File: src/rtl/mul_rr_scheduler_if.sv
// Client and datapath signal bundle for mul_rr_scheduler.
// master = client/datapath side, slave = scheduler side.
interface mul_rr_scheduler_if #(
  parameter int W     = 4,
  parameter int RES_W = 16
);
  logic             req0;
  logic [W-1:0]     a0;
  logic [W-1:0]     b0;
  logic             req1;
  logic [W-1:0]     a1;
  logic [W-1:0]     b1;
  logic [W-1:0]     dp_a;
  logic [W-1:0]     dp_b;
  logic             dp_load;
  logic             dp_add;
  logic [RES_W-1:0] dp_result;
  logic [RES_W-1:0] result;
  logic             done0;
  logic             done1;
  logic             err0;
  logic             err1;

  modport master (
    output req0, a0, b0, req1, a1, b1, dp_result,
    input  dp_a, dp_b, dp_load, dp_add, result, done0, done1, err0, err1
  );

  modport slave (
    input  req0, a0, b0, req1, a1, b1, dp_result,
    output dp_a, dp_b, dp_load, dp_add, result, done0, done1, err0, err1
  );
endinterface

File: src/rtl/mul_rr_scheduler.sv
// Two-client round-robin scheduler for a repeated-addition multiply datapath.
// Optional MUL_ZERO_BYPASS_EN: zero operands skip the datapath and complete with result 0.
module mul_rr_scheduler #(
  parameter int W     = 4,
  parameter int RES_W = 16
) (
  input logic               clk,
  input logic               reset,
  mul_rr_scheduler_if.slave bus
);

  typedef enum logic [2:0] {
    S_IDLE,
    S_LOAD,
    S_ADD,
    S_CAPT,
    S_DONE
  } state_t;

  state_t           r_state;
  state_t           w_state_nxt;

  logic [W-1:0]     r_cnt;
  logic [W-1:0]     w_cnt_nxt;
  logic [W-1:0]     r_dp_a;
  logic [W-1:0]     r_dp_b;
  logic             r_gnt;
  logic             r_last;
  logic             r_arm0;
  logic             r_arm1;
  logic             r_dp_load;
  logic             r_dp_add;
  logic             r_capt;
  logic             r_done0;
  logic             r_done1;
  logic             r_err0;
  logic             r_err1;
  logic [RES_W-1:0] r_result;

  logic             w_elig0;
  logic             w_elig1;
  logic             w_any;
  logic             w_win;
  logic [W-1:0]     w_win_a;
  logic [W-1:0]     w_win_b;
  logic             w_req_g;
  logic             w_grant;
  logic             w_load_nxt;
  logic             w_add_nxt;
  logic             w_capt_nxt;
  logic             w_done_nxt;
  logic             w_err_nxt;

`ifdef MUL_ZERO_BYPASS_EN
  logic             r_zero;
  logic             w_zero;
`endif

  assign w_elig0 = bus.req0 & r_arm0;
  assign w_elig1 = bus.req1 & r_arm1;
  assign w_any   = w_elig0 | w_elig1;
  // Contention goes to whoever was not served last; otherwise the lone eligible one.
  assign w_win   = (w_elig0 & w_elig1) ? ~r_last : w_elig1;
  assign w_win_a = w_win ? bus.a1 : bus.a0;
  assign w_win_b = w_win ? bus.b1 : bus.b0;
  assign w_req_g = r_gnt ? bus.req1 : bus.req0;

`ifdef MUL_ZERO_BYPASS_EN
  assign w_zero  = (w_win_a == '0) || (w_win_b == '0);
`endif

  always_comb begin
    w_state_nxt = r_state;
    w_cnt_nxt   = r_cnt;
    w_grant     = 1'b0;
    w_load_nxt  = 1'b0;
    w_add_nxt   = 1'b0;
    w_capt_nxt  = 1'b0;
    w_done_nxt  = 1'b0;
    w_err_nxt   = 1'b0;
    case (r_state)
      S_IDLE: begin
        if (w_any) begin
          w_grant   = 1'b1;
          w_cnt_nxt = w_win_b;
`ifdef MUL_ZERO_BYPASS_EN
          w_state_nxt = w_zero ? S_DONE : S_LOAD;
`else
          w_state_nxt = S_LOAD;
`endif
        end
      end
      S_LOAD: begin
        if (!w_req_g) begin
          w_err_nxt   = 1'b1;
          w_state_nxt = S_IDLE;
        end else begin
          w_load_nxt  = 1'b1;
          w_state_nxt = (r_cnt != '0) ? S_ADD : S_CAPT;
        end
      end
      S_ADD: begin
        if (!w_req_g) begin
          w_err_nxt   = 1'b1;
          w_state_nxt = S_IDLE;
        end else begin
          w_add_nxt = 1'b1;
          w_cnt_nxt = r_cnt - 1'b1;
          if (r_cnt == W'(1)) begin
            w_state_nxt = S_CAPT;
          end
        end
      end
      S_CAPT: begin
        w_capt_nxt  = 1'b1;
        w_state_nxt = S_DONE;
      end
      S_DONE: begin
        w_done_nxt  = 1'b1;
        w_state_nxt = S_IDLE;
      end
      default: w_state_nxt = S_IDLE;
    endcase
  end

  always_ff @(posedge clk) begin
    if (reset) begin
      r_state <= S_IDLE;
      r_cnt   <= '0;
    end else begin
      r_state <= w_state_nxt;
      r_cnt   <= w_cnt_nxt;
    end
  end

  // Strobes are registered, so each one trails its state by a cycle; the capture
  // strobe therefore lands after the last dp_add has reached the accumulator.
  always_ff @(posedge clk) begin
    if (reset) begin
      r_dp_load <= 1'b0;
      r_dp_add  <= 1'b0;
      r_capt    <= 1'b0;
      r_done0   <= 1'b0;
      r_done1   <= 1'b0;
      r_err0    <= 1'b0;
      r_err1    <= 1'b0;
    end else begin
      r_dp_load <= w_load_nxt;
      r_dp_add  <= w_add_nxt;
      r_capt    <= w_capt_nxt;
      r_done0   <= w_done_nxt & ~r_gnt;
      r_done1   <= w_done_nxt & r_gnt;
      r_err0    <= w_err_nxt & ~r_gnt;
      r_err1    <= w_err_nxt & r_gnt;
    end
  end

  always_ff @(posedge clk) begin
    if (reset) begin
      r_gnt  <= 1'b0;
      r_dp_a <= '0;
      r_dp_b <= '0;
`ifdef MUL_ZERO_BYPASS_EN
      r_zero <= 1'b0;
`endif
    end else if (w_grant) begin
      r_gnt  <= w_win;
      r_dp_a <= w_win_a;
      r_dp_b <= w_win_b;
`ifdef MUL_ZERO_BYPASS_EN
      r_zero <= w_zero;
`endif
    end
  end

  always_ff @(posedge clk) begin
    if (reset) begin
      r_last <= 1'b1;
      r_arm0 <= 1'b1;
      r_arm1 <= 1'b1;
    end else begin
      if (w_done_nxt) begin
        r_last <= r_gnt;
      end
      // Dropping req re-arms and wins over the disarm of a same-cycle completion.
      if (!bus.req0) begin
        r_arm0 <= 1'b1;
      end else if (w_done_nxt && !r_gnt) begin
        r_arm0 <= 1'b0;
      end
      if (!bus.req1) begin
        r_arm1 <= 1'b1;
      end else if (w_done_nxt && r_gnt) begin
        r_arm1 <= 1'b0;
      end
    end
  end

  always_ff @(posedge clk) begin
    if (reset) begin
      r_result <= '0;
    end else if (r_capt) begin
      r_result <= bus.dp_result;
`ifdef MUL_ZERO_BYPASS_EN
    end else if ((r_state == S_DONE) && r_zero) begin
      r_result <= '0;
`endif
    end
  end

  assign bus.dp_a    = r_dp_a;
  assign bus.dp_b    = r_dp_b;
  assign bus.dp_load = r_dp_load;
  assign bus.dp_add  = r_dp_add;
  assign bus.result  = r_result;
  assign bus.done0   = r_done0;
  assign bus.done1   = r_done1;
  assign bus.err0    = r_err0;
  assign bus.err1    = r_err1;

endmodule

File: src/flat_wrapper.sv
// flat-port wrapper written by rule: the top's interface ports become plain ports
module mul_rr_scheduler_flat 
#(
  parameter int W     = 4,
  parameter int RES_W = 16
)
  (clk, reset, bus_req0, bus_a0, bus_b0, bus_req1, bus_a1, bus_b1, bus_dp_result, bus_dp_a, bus_dp_b, bus_dp_load, bus_dp_add, bus_result, bus_done0, bus_done1, bus_err0, bus_err1);
  mul_rr_scheduler_if #(.W(W), .RES_W(RES_W)) bus_i ();
  input logic clk;
  input logic reset;
  input wire logic [$bits(bus_i.req0)-1:0] bus_req0;
  input wire logic [$bits(bus_i.a0)-1:0] bus_a0;
  input wire logic [$bits(bus_i.b0)-1:0] bus_b0;
  input wire logic [$bits(bus_i.req1)-1:0] bus_req1;
  input wire logic [$bits(bus_i.a1)-1:0] bus_a1;
  input wire logic [$bits(bus_i.b1)-1:0] bus_b1;
  input wire logic [$bits(bus_i.dp_result)-1:0] bus_dp_result;
  output wire logic [$bits(bus_i.dp_a)-1:0] bus_dp_a;
  output wire logic [$bits(bus_i.dp_b)-1:0] bus_dp_b;
  output wire logic [$bits(bus_i.dp_load)-1:0] bus_dp_load;
  output wire logic [$bits(bus_i.dp_add)-1:0] bus_dp_add;
  output wire logic [$bits(bus_i.result)-1:0] bus_result;
  output wire logic [$bits(bus_i.done0)-1:0] bus_done0;
  output wire logic [$bits(bus_i.done1)-1:0] bus_done1;
  output wire logic [$bits(bus_i.err0)-1:0] bus_err0;
  output wire logic [$bits(bus_i.err1)-1:0] bus_err1;
  assign bus_i.req0 = bus_req0;
  assign bus_i.a0 = bus_a0;
  assign bus_i.b0 = bus_b0;
  assign bus_i.req1 = bus_req1;
  assign bus_i.a1 = bus_a1;
  assign bus_i.b1 = bus_b1;
  assign bus_i.dp_result = bus_dp_result;
  assign bus_dp_a = bus_i.dp_a;
  assign bus_dp_b = bus_i.dp_b;
  assign bus_dp_load = bus_i.dp_load;
  assign bus_dp_add = bus_i.dp_add;
  assign bus_result = bus_i.result;
  assign bus_done0 = bus_i.done0;
  assign bus_done1 = bus_i.done1;
  assign bus_err0 = bus_i.err0;
  assign bus_err1 = bus_i.err1;
  mul_rr_scheduler #(.W(W), .RES_W(RES_W)) u_core (.clk(clk), .reset(reset), .bus(bus_i));
endmodule
File: config.mk
export PLATFORM = sky130hd
export DESIGN_NAME = mul_rr_scheduler_flat
export DESIGN_NICKNAME = d
export VERILOG_FILES = /design/src/rtl/mul_rr_scheduler_if.sv /design/src/rtl/mul_rr_scheduler.sv /design/src/flat_wrapper.sv
export SDC_FILE = /design/constraint.sdc
export NUM_CORES = 1
export LEC_CHECK = 0
export CORE_ASPECT_RATIO = 1.5
export CORE_MARGIN = 2
export CORE_UTILIZATION = 23
export CTS_CLUSTER_DIAMETER = 100
export DETAILED_ROUTE_END_ITERATION = 8
export GPL_TIMING_DRIVEN = 0
export PLACE_DENSITY = 0.59
export SLEW_MARGIN = 20
export SYNTH_ARGS = -nofsm -noshare
export SYNTH_HDL_FRONTEND = slang
export SYNTH_SLANG_ARGS = --single-unit
File: constraint.sdc
create_clock -name clk -period 3.7 [get_ports clk]
set_input_delay 0.74 -clock clk [delete_from_list [all_inputs] [get_ports clk]]
set_output_delay 0.74 -clock clk [all_outputs]
set_load 0.02 [all_outputs]
==> impl_metrics.yaml, run 1 <==
outcome:
  status: "finished, final reports clean"
timing:
  setup_tns_ns: 0
  fin_skew_ns: 0.004767
  rsz0062_at_grt: "false"
  worst_hold_slack_ns: 0.4873
  maxSlewHeadroom: 0.6497
  period_needed_ns: 2.141
  setup_viol: 0
  fmaxAchievable_mhz: 467.1
  finalCritPeriodShare: 0.5786
  worst_pin_slew_ns: 0.5108
  final-hold-violation-count: 0
  slew_viol_final: 0
floorplan:
  start_util: 0.2348
  ios: 66
  dieArea_sq_mm: 0.008402
  rows: 39
  die_w_microns: 75.51
  core_area_sq_mm: 0.007515
  die_h_microns: 111.3
global_route:
  antenna_found_initial: 0
  gr-total-overflow: 0
  grt_pass1_vias: 1544
  grt_max_degree: 12
  grtUsageTotal: 0.1065
  grt_pass1_wl_microns: 6865
power_and_ir_drop:
  power_switching_share: 0.2600
  p_int_uw: 855.8
  pwr-share-comb: 0.214
  p_leak_nw: 1.011
  p_per_area_mw_per_mm2: 434.0
  power.net_switching_uw: 300.8
  peakVddDrop_mv: 0.1925
  clkPwrFrac: 0.354
  p_seq_frac: 0.433
clock_tree:
  htreeDepth: 2
  cts_resized: 0
  cts.path.max_buffers: 2
  cts_buffers: 5
  cts-root-buf: "clkbuf_16"
  hold_buffers: 0
  post-cts-setup-buffer-count: 0
  clkSinkCount: 42
  cts.reportedPaths.clkPinSlew_ns: 0.05
  cts_tree: "done"
  clock_latency_ns: 0.28
final_layout:
  multi_input_comb_area_sq_um: 822.0
  fin_nets: 291
  syn2layout_area_growth_pct: 51.06
  final_core_util: 0.3546
  layoutNonFillerInstCount: 354
  filler_cell_count: 800
  layout.area.seq_sq_um: 840.8
  drive_gt1_frac: 0.07143
  diodes: 0
routing:
  drt_iter0_drc: 15
  first_pass_iters: 4
  vias_per_cell: 4.350
  drc: 0
  wl_microns: 4219
  post_drt_wl_per_cell_microns: 11.92
  ant_nets: 0
  num_vias: 1540
place:
  globalplace.congestion: 0.7898
  dp_hpwl_microns: 3192
  numPortBuffers: 64
  place_inst: 347
synth:
  synthTopCellsByCount: "dfxtp_1 (42), nor2_1 (32), mux2i_1 (25), nand2_1 (9), a211oi_1 (8)"
  syn_area_sq_mm: 0.001764
  synth.area.top_cells: "dfxtp_1 (48%), mux2i_1 (14%), nor2_1 (6.8%), a211oi_1 (3.4%), buf_6 (2.6%)"
  yosysSeqAreaShare: 0.4766
  ys_types: 36
  synthCells: 181
  yosysMostFrequentCell: "dfxtp_1"
  synth_edf_count: 0
  ys.flop_type: "dfxtp_1"
  avgSynthCellArea_sq_um: 9.747
  synth_fp_nets: 220
  ys_ff_latch: 42
  synthArstFlopShare: 0
  ys_warn_count: 0
  yosysTopAreaCell: "dfxtp_1"
  synth_top_area_share: 0.4766
worst_setup_path:
  worst_setup_path_start_kind: "input port"
  path_max_fanout: 10
  path_class: "in2reg"
  ff2ff_path_depth: 6
  ff2ff_setup_slack_ns: 2.16
  required_ns: 3.91
  arrival_ns: 2.35
  worstSetupEndpointType: "flop"
hold_path:
  holdPathStages: 2
  hp-class: "reg2reg"
run:
  drv_cap: 0
area by class of cell:
type / count / share of cell area
Buffer: 12 / 0.03099
Clock buffer: 7 / 0.04977
Inverter: 5 / 0.007042
Multi-Input combinational cell: 122 / 0.3085
Sequential cell: 42 / 0.3155
Tap cell: 102 / 0.04789
Timing Repair Buffer: 64 / 0.2404
stage by stage:
| step | setup WS, ns | total power [mW] | cell area [sq um] |
|---|---|---|---|
| 3_5_place_dp | 1.269 | 0.7591 | 2532 |
| 6_report | 1.559 | 1.157 | 2665 |
| 4_1_cts | 1.541 | 1.180 | 2665 |
| 3_3_place_gp | 1.267 | 0.7559 | 2532 |
| 2_1_floorplan | 2.018 | 0.6539 | 1764 |
| 5_1_grt | 1.404 | 1.219 | 2665 |
flip-flops by register name, indices dropped and copies added (netlist names), 3 cells and up:
name	count
u_core.bus.result	16
u_core.r_cnt	4
u_core.r_state	3
u_core.bus.dp_b	4
u_core.bus.dp_a	4
cells by family after synthesis:
| kind of cell | share of synthesized area |
|---|---|
| XOR/XNOR | 0.004965 |
| flip-flops | 0.4766 |
| AND/OR/NAND/NOR | 0.1674 |
| buffers and inverters | 0.05744 |
| AO/OA/AOI/OAI | 0.1092 |
| multiplexers | 0.1631 |
| adder cells (fa/ha/maj) | 0.02128 |
layout by cell type (no fill, tap or decap), types with 2 or more instances in the layout:
cell type	netlist	routed
nor2_1	32	32
and3_1	2	2
ha_1	3	3
buf_6	4	4
buf_2	3	3
o211ai_1	3	3
nand3_1	7	7
inv_1	5	5
dfxtp_1	42	42
a211oi_1	8	8
nand2_1	9	9
o21ai_0	3	3
or3_1	2	2
a21oi_1	5	5
nor3_1	4	4
mux2i_1	25	25
clkdlybuf4s50_1	0	64
clkbuf_16	0	5
nand4b_1	2	2
clkbuf_1	4	6
metal layers:
| layer | GRT usage | vias to the layer above | part of all wire |
|---|---|---|---|
| met3 | 0.03273 | 5 | 0.060 |
| met2 | 0.1843 | 53 | 0.51 |
| met1 | 0.1156 | 704 | 0.42 |
| li1 | - | 778 | - |
| met5 | 0 | - | 0 |
| met4 | 0.04327 | 0 | 0.013 |
power by group through the flow:
stage	logic (mW)	registers, mW	clock network, mW
finish	0.247	0.501	0.409
global route	0.273	0.504	0.442
CTS	0.251	0.500	0.429
detailed placement	0.249	0.510	0
global placement	0.246	0.510	0
floorplan	0.124	0.530	0
final timing paths:
check / from / endpoint
max: bus_req0 / u_core.r_gnt$_SDFFE_PP0P_
min: u_core.r_last$_SDFFE_PP1N_ / u_core.r_last$_SDFFE_PP1N_
max reg2reg: u_core.r_state[0]$_SDFFE_PP0P_ / u_core.r_gnt$_SDFFE_PP0P_
min reg2reg: u_core.r_last$_SDFFE_PP1N_ / u_core.r_last$_SDFFE_PP1N_
worst max-delay path, stage by stage:
cell	delay [ns]
clkdlybuf4s50_1	0.60
a22oi_1	0.16
nor3_2	0.26
buf_6	0.18
mux2_1	0.32
nor2_1	0.08
No activity file was read; power rests on OpenSTA's default activity.
==> run 2: changes to the inputs <==
Settings changed: PLACE_DENSITY 0.59 to 0.61.
Clock period 3.7 ns to 1.8 ns, I/O delays scaled along.
==> run 2 against run 1 <==
Effect of this change:
- largest power group unchanged
- critical endpoint is now bus_dp_b[3]
- setup slack worse by 1.3 ns
- via count down 0.26%
- final cell count up 0.28%
==> impl_metrics.yaml, run 2 (synthesized netlist as in run 1, its figures left out) <==
timing:
  fin_skew_ns: 0.002325
  fmaxAchievable_mhz: 632.1
  slew_viol_final: 0
  setup_tns_ns: 0
  maxSlewHeadroom: 0.6431
  final-hold-violation-count: 0
  setup_viol: 0
  period_needed_ns: 1.582
  worst_pin_slew_ns: 0.5205
  rsz0062_at_grt: "false"
  finalCritPeriodShare: 0.8788
floorplan:
  core_area_sq_mm: 0.007515
  rows: 39
  dieArea_sq_mm: 0.008402
  die_h_microns: 111.3
  ios: 66
  die_w_microns: 75.51
  start_util: 0.2348
power_and_ir_drop:
  total_power_mw: 2.428
  peakVddDrop_mv: 0.4252
  p_leak_nw: 1.039
  p_per_area_mw_per_mm2: 904.3
global_route:
  antenna_found_initial: 0
  grt_pass1_vias: 1509
  grtUsageTotal: 0.1051
  gr-total-overflow: 0
  grt_pass1_wl_microns: 6706
  grt_max_degree: 13
worst_setup_path:
  crit_chain: "clkdlybuf4s50_1"
  path_max_fanout: 2
  ff2ff_setup_slack_ns: 0.27
  worst_setup_path_start_kind: "flop"
  crit_slowest_cell: "clkdlybuf4s50_1"
  crit_buf_inv: 1
  arrival_ns: 1.22
  worstSetupEndpointType: "output port"
  required_ns: 1.44
  cp_top_family: "buffers and inverters"
  critPathMaxStageDelay_ns: 0.62
  path_class: "reg2out"
final_layout:
  final_cell_mix: "clkdlybuf4s50_1 (62), dfxtp_1 (42), nor2_1 (32), mux2i_1 (25), nand2_1 (9)"
  diodes: 0
  syn2layout_area_growth_pct: 52.20
  mostFrequentLayoutCell: "clkdlybuf4s50_1"
  largest_register_ffs: 16
  drive_gt1_frac: 0.07905
  fin_nets: 291
  filler_cell_count: 796
clock_tree:
  cts-root-buf: "clkbuf_16"
  cts_tree: "done"
  clock_latency_ns: 0.28
  cts.reportedPaths.clkPinSlew_ns: 0.06
  htreeDepth: 2
  cts_buffers: 5
  cts.path.max_buffers: 2
  clkSinkCount: 42
routing:
  drc: 0
  num_vias: 1536
  drt_iter0_drc: 26
  first_pass_iters: 4
  post_drt_wl_per_cell_microns: 11.90
  wl_microns: 4224
  ant_nets: 0
  vias_per_cell: 4.327
place:
  globalplace.congestion: 0.7964
  dp_hpwl_microns: 3180
  numPortBuffers: 64
outcome:
  status: "finished, final reports clean"
run:
  drv_cap: 0
hold_path:
  hp-class: "in2reg"
[run 2: cell count changes in the layout (fill, tap and decap cells not counted), sizes merged]
cell,previous run,this run
clkdlybuf4s50,64,62
dlymetal6s2s,0,2
clkinv,0,1
[run 2: path summary, 6_finish.rpt]
kind,from,to,cells past startpoint
worst max register to register,u_core.r_state[0]$_SDFFE_PP0P_,u_core.r_gnt$_SDFFE_PP0P_,6
worst min-delay path,bus_req0,u_core.r_arm0$_SDFFE_PP1P_,2
worst max-delay path,u_core.bus.dp_b[3]$_SDFFE_PP0P_,bus_dp_b[3],1
worst min register to register,u_core.r_last$_SDFFE_PP1N_,u_core.r_last$_SDFFE_PP1N_,2
[run 2: layout make-up]
type	instances	area (sq um)	area share
plain buffers	12	82.58	0.03075
clock buffers	7	142.6	0.05312
clock inverters	1	5.005	0.001864
inverters	5	18.77	0.006990
multi-input cells	122	822.0	0.3062
flip-flops and latches	42	840.8	0.3131
well taps	102	127.6	0.04753
repair buffers	64	645.6	0.2404
[run 2: repair_timing]
item                                    4_1_cts  5_1_grt
gates resized for setup                       0        2
hold endpoints to repair                      0        0
buffers inserted                              0        0
endpoints found under the setup margin        0        2
hold buffers                                  0        0
[run 2: metal layers]
metal / global-route usage / share of wire / routed length (microns)
met5: 0 / 0 / 0
met4: 0.05263 / 0.021 / 87
met3: 0.02909 / 0.067 / 283
met2: 0.1849 / 0.51 / 2160
met1: 0.1085 / 0.40 / 1693
[run 2: power by group]
group	internal, mW	switching [mW]	leakage (nW)
registers	0.991	0.0382	0.342
logic	0.261	0.250	0.623
clock network	0.549	0.338	0.0739
total	1.80	0.627	1.04
[run 2: per-stage QoR]
step / worst slack, ns / hold slack, ns / area (sq um) / instances / utilization
after floorplan: 0.3774 / 0.4318 / 1764 / 181 / -
after global placement: -0.2545 / 0.4527 / 2532 / 347 / 0.3370
after detailed placement: -0.2528 / 0.4621 / 2532 / 347 / 0.3370
after CTS: 0.02513 / 0.4778 / 2680 / 355 / 0.3566
after global routing: 0.1564 / 0.4272 / 2685 / 355 / 0.3573
final: 0.2181 / 0.4062 / 2685 / 355 / 0.3573
==> run 3: changes to the inputs <==
Settings changed: DONT_BUFFER_PORTS set to 1, PLACE_DENSITY 0.61 to 0.49.
==> run 3 against run 2 <==
Effect of this change:
- sequential power grew 5%
- global-route usage shrank 0.30 points
- sequential share of layout area grew 9.9 points
- sequential cell count is the same
- maximum frequency grew 3.6%
- critical path type is now reg2reg
==> impl_metrics.yaml, run 3 (synthesized netlist as in run 1, its figures left out) <==
outcome:
  status: "finished, final reports clean"
timing:
  maxSlewHeadroom: 0.6594
  slew_viol_final: 0
  setup_tns_ns: 0
  finalCritPeriodShare: 0.8486
  fmaxAchievable_mhz: 654.7
  final-hold-violation-count: 0
  period_needed_ns: 1.527
  fin_skew_ns: 0.005399
  rsz0062_at_grt: "false"
  setup_viol: 0
  worst_pin_slew_ns: 0.4966
final_layout:
  fin_nets: 227
  drive_gt1_frac: 0.1058
  filler_cell_count: 842
  final_cell_mix: "dfxtp_1 (42), nor2_1 (32), mux2i_1 (25), nand2_1 (9), a211oi_1 (8)"
  layoutNonFillerInstCount: 291
  diodes: 0
  multi_input_comb_area_sq_um: 822.0
  largest_register_ffs: 16
  syn2layout_area_growth_pct: 15.60
  layout.area.seq_sq_um: 840.8
  mostFrequentLayoutCell: "dfxtp_1"
routing:
  drc: 0
  ant_nets: 0
  post_drt_wl_per_cell_microns: 14.11
  num_vias: 1333
  first_pass_iters: 4
  wl_microns: 4106
  drt_iter0_drc: 33
  vias_per_cell: 4.581
run:
  drv_cap: 0
worst_setup_path:
  critPathLaunch: "u_core.r_state[0]$_SDFFE_PP0P_"
  path_max_fanout: 10
  required_ns: 2.02
  path_class: "reg2reg"
  worst_setup_path_start_kind: "flop"
  r2r_start: "u_core.r_state[0]$_SDFFE_PP0P_"
  arrival_ns: 1.75
  worstSetupEndpointType: "flop"
clock_tree:
  clock_latency_ns: 0.28
  cts_buffers: 5
  cts-root-buf: "clkbuf_16"
  cts_tree: "done"
  post-cts-setup-buffer-count: 0
  clkSinkCount: 42
  cts.reportedPaths.clkPinSlew_ns: 0.06
  hold_buffers: 0
  cts.path.max_buffers: 2
  htreeDepth: 2
  cts_resized: 0
global_route:
  grt_max_degree: 13
  use_met3: 0.03091
  grtUsageTotal: 0.1021
  grt_pass1_vias: 1201
  gr-total-overflow: 0
  grtUsageMet1: 0.1125
  grt_pass1_wl_microns: 6334
  busiest_layer: "met2"
  grt_util_met2: 0.1658
  antenna_found_initial: 0
place:
  dp_hpwl_microns: 3033
  place_inst: 283
  numPortBuffers: 0
  globalplace.congestion: 0.8282
power_and_ir_drop:
  p_int_mw: 1.679
  clkPwrFrac: 0.391
  power.net_switching_uw: 611.4
  pwr-share-comb: 0.137
  p_leak_nw: 0.7837
  peakVddDrop_mv: 0.4371
  p_seq_frac: 0.472
  power_switching_share: 0.2670
  p_per_area_mw_per_mm2: 1123
floorplan:
  start_util: 0.2348
  ios: 66
  dieArea_sq_mm: 0.008402
  rows: 39
  core_area_sq_mm: 0.007515
  die_w_microns: 75.51
  die_h_microns: 111.3
hold_path:
  hp-class: "in2reg"
  min_from: "bus_req0"
-- run 3: cell types whose count changed in the layout (fill, tap and decap cells not counted) --
cell	previous run	this run
dlymetal6s2s_1	2	0
clkdlybuf4s50_1	62	0
-- run 3: layout make-up --
cell class	instances	share of cell area
plain buffers	12	0.04049
clock inverters	1	0.002454
clock buffers	7	0.06994
well taps	102	0.06258
inverters	5	0.009202
flip-flops and latches	42	0.4123
multi-input cells	122	0.4031
-- run 3: metal layers --
layer / share of wire / wire length (microns) / vias up
met1: 0.41 / 1683 / 625
met3: 0.061 / 251 / 8
li1: - / - / 650
met5: 0 / 0 / -
met4: 0.027 / 110 / 0
met2: 0.50 / 2060 / 50
-- run 3: path summary, 6_finish.rpt --
| check | to | slack (ns) | cells past startpoint |
|---|---|---|---|
| hold / removal | u_core.r_arm0$_SDFFE_PP1P_ | 0.15 | 1 |
| setup reg to reg | u_core.r_gnt$_SDFFE_PP0P_ | 0.27 | 6 |
| hold reg to reg | u_core.r_last$_SDFFE_PP1N_ | 0.50 | 2 |
| setup / recovery | u_core.r_gnt$_SDFFE_PP0P_ | 0.27 | 6 |
-- run 3: critical path: stages, from the launching register on --
cell     delay (ns)
dfxtp_1        0.30
buf_6          0.13
or2_4          0.26
nor3_2         0.19
buf_6          0.18
mux2_1         0.32
nor2_1         0.08
-- run 3: stage by stage --
| step | instance area [sq um] | utilization | hold WS, ns | setup WS (ns) | total power, mW |
|---|---|---|---|---|---|
| after floorplan | 1764 | - | 0.4318 | 0.3774 | 1.344 |
| after global placement | 1892 | 0.2517 | 0.4352 | 0.2620 | 1.413 |
| after detailed placement | 1892 | 0.2517 | 0.4378 | 0.2842 | 1.420 |
| after CTS | 2039 | 0.2714 | 0.1379 | 0.2700 | 2.338 |
| after global routing | 2039 | 0.2714 | 0.1372 | 0.1340 | 2.418 |
| final | 2039 | 0.2714 | 0.1477 | 0.2725 | 2.290 |
-- run 3: power by group through the flow --
| stage | Combinational (mW) | Clock (mW) | Sequential (mW) |
|---|---|---|---|
| 2_1_floorplan | 0.254 | 0 | 1.09 |
| 3_3_place_gp | 0.311 | 0 | 1.10 |
| 3_5_place_dp | 0.316 | 0 | 1.10 |
| 4_1_cts | 0.317 | 0.938 | 1.08 |
| 5_1_grt | 0.356 | 0.973 | 1.09 |
| 6_report | 0.314 | 0.894 | 1.08 |
